==> src/rtl/ceespu_ifetch.sv <==
// ceespu_ifetch: instruction fetch queue between the program counter and decode.
// Optional macro CEESPU_IFETCH_BYPASS_EN forwards the in-flight word to decode when the queue is empty.
module ceespu_ifetch #(
  parameter int unsigned DEPTH = 4
) (
  input  logic        I_clk,
  input  logic        I_rst,
  input  logic [13:0] I_PC,
  input  logic        I_branch,
  output logic        O_stall,
  output logic        O_imem_en,
  output logic [13:0] O_imem_addr,
  input  logic [31:0] I_imem_data,
  output logic        O_valid,
  output logic [31:0] O_instr,
  output logic [13:0] O_instr_PC,
  input  logic        I_dec_ready
);

  localparam int unsigned PTR_W   = (DEPTH > 1) ? $clog2(DEPTH) : 1;
  localparam int unsigned CNT_W   = PTR_W + 1;
  localparam int unsigned PC_W    = 14;
  localparam int unsigned INSTR_W = 32;

  logic [INSTR_W-1:0] r_instr [DEPTH];
  logic [PC_W-1:0]    r_pc    [DEPTH];
  logic [PTR_W-1:0]   r_rd_ptr;
  logic [PTR_W-1:0]   r_wr_ptr;
  logic [CNT_W-1:0]   r_count;
  logic               r_inflight;
  logic [PC_W-1:0]    r_inflight_pc;

  logic w_flush;
  logic w_empty;
  logic w_stall;
  logic w_issue;
  logic w_bypass;
  logic w_push;
  logic w_pop;

  assign w_flush = I_rst | I_branch;
  assign w_empty = (r_count == '0);
  // Pops in the current cycle are deliberately not credited against the stall.
  assign w_stall = (r_count + CNT_W'(r_inflight)) >= CNT_W'(DEPTH);
  assign w_issue = ~w_stall & ~I_branch & ~I_rst;

`ifdef CEESPU_IFETCH_BYPASS_EN
  assign w_bypass = w_empty & r_inflight & ~w_flush;
`else
  assign w_bypass = 1'b0;
`endif

  // A bypassed word taken by decode is never written into the queue.
  assign w_push = r_inflight & ~w_flush & ~(w_bypass & I_dec_ready);
  assign w_pop  = ~w_empty & I_dec_ready & ~w_flush;

  assign O_stall     = w_stall;
  assign O_imem_en   = w_issue;
  assign O_imem_addr = I_PC;

  // Head presentation: bypassed response, queue head, or zeros when empty.
  always_comb begin
    O_valid    = 1'b0;
    O_instr    = '0;
    O_instr_PC = '0;
    if (w_bypass) begin
      O_valid    = 1'b1;
      O_instr    = I_imem_data;
      O_instr_PC = r_inflight_pc;
    end else if (!w_empty) begin
      O_valid    = 1'b1;
      O_instr    = r_instr[r_rd_ptr];
      O_instr_PC = r_pc[r_rd_ptr];
    end
  end

  // Control state: pointers, occupancy and in-flight tracking.
  always_ff @(posedge I_clk) begin
    if (w_flush) begin
      r_rd_ptr      <= '0;
      r_wr_ptr      <= '0;
      r_count       <= '0;
      r_inflight    <= 1'b0;
      r_inflight_pc <= '0;
    end else begin
      r_inflight <= w_issue;
      if (w_issue) begin
        r_inflight_pc <= I_PC;
      end
      if (w_push) begin
        r_wr_ptr <= r_wr_ptr + PTR_W'(1);
      end
      if (w_pop) begin
        r_rd_ptr <= r_rd_ptr + PTR_W'(1);
      end
      case ({w_push, w_pop})
        2'b10:   r_count <= r_count + CNT_W'(1);
        2'b01:   r_count <= r_count - CNT_W'(1);
        default: r_count <= r_count;
      endcase
    end
  end

  // Queue storage needs no reset; entries are only read when counted valid.
  always_ff @(posedge I_clk) begin
    if (w_push) begin
      r_instr[r_wr_ptr] <= I_imem_data;
      r_pc[r_wr_ptr]    <= r_inflight_pc;
    end
  end

  a_no_overflow: assert property (@(posedge I_clk) disable iff (I_rst)
    !(w_push && (r_count == CNT_W'(DEPTH))));

endmodule
==> config.mk <==
export PLATFORM = sky130hd
export DESIGN_NAME = ceespu_ifetch
export DESIGN_NICKNAME = d
export VERILOG_FILES = /design/src/rtl/ceespu_ifetch.sv
export SDC_FILE = /design/constraint.sdc
export NUM_CORES = 1
export LEC_CHECK = 0
export ABC_AREA = 1
export BUFFER_PORTS_ARGS = -buffer_cell sky130_fd_sc_hd__buf_2
export CAP_MARGIN = 20
export CELL_PAD_IN_SITES_DETAIL_PLACEMENT = 1
export CELL_PAD_IN_SITES_GLOBAL_PLACEMENT = 1
export CORE_MARGIN = 8
export CORE_UTILIZATION = 32
export CTS_CLUSTER_SIZE = 24
export DETAILED_ROUTE_END_ITERATION = 7
export PLACE_DENSITY_LB_ADDON = 0.3
export SYNTH_ARGS = -nofsm -noshare
export SYNTH_HDL_FRONTEND = slang
export SYNTH_SLANG_ARGS = --single-unit
==> constraint.sdc <==
create_clock -name I_clk -period 4.35 [get_ports I_clk]
set_clock_uncertainty 0.1 [all_clocks]
set_input_delay 0.435 -clock I_clk [delete_from_list [all_inputs] [get_ports I_clk]]
set_output_delay 0.435 -clock I_clk [all_outputs]
set_load 0.01 [all_outputs]
==> flow_summary_export.csv <==
group,metric,value,unit
clock_tree,cts-root-buf,"clkbuf_16",
synth,synth_area_leaders,"edfxtp_1 (66%), nor2_1 (10%), dfxtp_1 (5.8%)",
drt,routed_wirelength,20800,µm
drt,vias,5426,
critical_path,slowest_stage,"inv_2",
placed_design,io_buffers,112,
grt,grt_max_degree,92,
sta,max_slew_margin,0.288,
power,switchingPower,838,µW
synth,netlist_area,8330,µm²
critical_path,required,3.82,ns
critical_path,path_depth,5,
critical_path,worst_setup_path_end_kind,"output port",
clock_tree,clk_latency,0.51,ns
critical_path,startpoint_type,"register",
drt,wl_per_cell,17.9,µm
synth,synth-edff-count,184,
sta,fin_tns_setup,0,ns
grt,met3_usage,0.0213,
grt,antenna_found_initial,0,
layout,drive_gt1_frac,0.200,
grt,met1_usage,0.176,
clock_tree,cts_resized,0,
drt,drt-pass1-iter-count,5,
drt,drt_iter0_markers,333,
critical_path,rrSetupSlack,2.05,ns
critical_path,critPathBufInv,3,
power,p_per_area,428,nW/µm²
critical_path,cpPeakStageDelay,0.85,ns
layout,diodes,0,
floorplan,die_width,177,µm
power,p_leak,0.00366,µW
synth,yosysWarnings,0,
floorplan,ios,113,
synth,yosys_register_bits,208,
critical_path,endpoint,"O_instr_PC[2]",
clock_tree,clockBufferDepth,3,
power,peakVddDrop,0.226,mV
grt,grt.overflow.total,0,
power,pwr-share-comb,0.026,
synth,synth_cells,719,
critical_path,crit_family,"buffers and inverters",
power,internal-power,3370,µW
floorplan,start_util,0.322,
synth,netlist.area_leader.share,0.663,
drt,viasPerCell,4.65,
grt,grt.total_usage,0.134,
sta,tightest_slew,1.07,ns
power,p_sw_frac,0.199,
critical_path,critical_path_class,"reg -> out",
sta,finalMaxSlewViolations,0,
layout,fin_nets,872,
layout,syn_to_final_growth,17.9,%
clock_tree,postCtsHoldBufs,0,
grt,first_global_vias,6039,
clock_tree,post_cts_buffers,0,
sta,timing.final.crit_share,0.709,
synth,netlist-cell-type-count,22,
sta,fmax,324,MHz
synth,yosysTopAreaCell,"edfxtp_1",
critical_path,cp_max_fo,46,
power,p_seq_frac,0.522,
floorplan,dieHeight,177,µm
critical_path,cp-startpoint,"r_count[0]$_SDFFE_PP0P_",
power,power.clock.fraction,0.452,
sta,whs,0.0506,ns
clock_tree,clkTransAtPathRegs,0.06,ns
clock_tree,cts_buffers,23,
sta,finalSetupViolCount,0,
critical_path,ff2ff_path_depth,3,
grt,grt_busiest_layer,"met2",
sta,period_needed,3.08,ns
drt,remaining_drc_errors,0,
critical_path,reg2reg_from,"r_inflight$_SDFF_PP0_",
critical_path,path_cells,"inv_1 > nand3_1 > inv_2 > a21oi_1 > buf_2",
grt,use_met2,0.229,
synth,synth_area_per_cell,11.6,µm²
sta,rsz0062_at_grt,"false",
drt,ant_nets,0,
critical_path,r2r_end,"r_instr[1][25]$_DFFE_PP_",
synth,async_flop_share,0,
layout,final_util,0.380,
status,status,"finished clean",
clock_tree,cts_sinks,208,
placed_design,dp_hpwl,12600,µm
synth,yosysSeqAreaShare,0.721,
synth,ys.flop_type,"edfxtp_1",
clock_tree,htreeDepth,1,
sta,finalHoldViolCount,0,
worst_hold_path,hold_path_class,"in -> reg",
clock_tree,cts_tree,"yes",
floorplan,rows,59,
synth,syn_nets,775,
floorplan,core-area,25800,µm²
grt,grt_pass1_wl,33300,µm
placed_design,place_congestion,0.738,
floorplan,dieArea,31500,µm²
job,drv_cap,0,
critical_path,cp.arrival,2.55,ns
layout make-up:
| class | instances | area [µm²] |
|---|---|---|
| fillers | 2846 | 16000 |
| flip-flops and latches | 208 | 6010 |
| clock buffers | 26 | 587 |
| well taps | 335 | 419 |
| multi-input cells | 425 | 1890 |
| clock inverters | 14 | 146 |
| repair buffers | 123 | 643 |
| inverters | 35 | 131 |
cell usage after synthesis (3+ instances only):
master / number
o21ai_1: 4
ha_1: 5
nand3_1: 6
buf_6: 8
dfxtp_1: 24
nand2_1: 41
buf_2: 10
o21ai_0: 90
clkbuf_1: 12
edfxtp_1: 184
inv_1: 31
inv_2: 3
buf_4: 20
nor2_1: 224
a21oi_1: 50
kinds of logic after synthesis:
group	after synthesis	share of synthesized area
adders and majority gates	6	0.00991
DFF	208	0.721
xor gates and xnor gates	1	0.00105
and+or+nand+nor	274	0.125
AOI/OAI and AO/OA	144	0.0865
buffers and inverters	86	0.0565
sequential cells by signal, indices dropped and copies added, names as in the netlist, named ones only:
register,count
r_instr,128
r_pc,56
r_inflight_pc,14
r_count,3
r_rd_ptr,2
r_wr_ptr,2
r_inflight,1
how the worst min path moves through the flow:
| stage | start | end | slack (ns) | cells after the start |
|---|---|---|---|---|
| floorplan | r_inflight_pc[10]$_SDFFE_PP0P_ | r_pc[0][10]$_DFFE_PP_ | 0.36 | 0 |
| global placement | r_rd_ptr[1]$_SDFFE_PP0P_ | register | 0.39 | 2 |
| detailed placement | r_rd_ptr[1]$_SDFFE_PP0P_ | register | 0.40 | 2 |
| CTS | I_imem_data[5] | r_instr[1][5]$_DFFE_PP_ | 0.03 | 1 |
| global route | I_imem_data[1] | r_instr[1][1]$_DFFE_PP_ | 0.04 | 1 |
| finish | I_PC[0] | r_inflight_pc[0]$_SDFFE_PP0P_ | 0.05 | 3 |
layout by cell type, fill, tap and decap left out, drive strengths merged:
cell type,instances
buf,123
bufinv,3
inv,35
nand2,42
ha,5
nand3,6
fa,1
nand4,1
xnor2,1
clkbuf,26
dfxtp,24
o21ai,94
a21oi,50
clkinv,11
nor2,225
edfxtp,184
stage by stage:
| step | area [µm²] | cells | setup WS [ns] | power, µW |
|---|---|---|---|---|
| 3_5_place_dp | 9090 | 1126 | 1.30 | 2350 |
| 6_report | 9820 | 1166 | 1.27 | 4200 |
| 5_1_grt | 9820 | 1166 | 1.04 | 4340 |
| 2_1_floorplan | 8330 | 719 | 1.01 | 2290 |
| 4_1_cts | 9820 | 1166 | 1.17 | 4260 |
| 3_3_place_gp | 9090 | 1126 | 1.37 | 2350 |
power by group through the flow:
stage	registers [µW]	clock network (µW)	logic [µW]
after floorplan	2230	0	54.3
after CTS	2200	1950	113
after global placement	2240	0	110
after global routing	2200	2020	124
after detailed placement	2240	0	112
final	2200	1900	109
per-layer routing:
layer | routed length [µm] | part of all wire | vias to the layer above
li1 | - | - | 2637
met1 | 9610 | 0.46 | 2656
met2 | 9900 | 0.47 | 112
met3 | 1020 | 0.049 | 21
met4 | 323 | 0.015 | 0
met5 | 0 | 0 | -
worst min-delay path, cell delays in order:
cell	delay (ns)
buf_2	0.08
nand2_1	0.05
nand2_1	0.05
Power figures use the tool's default switching activity.
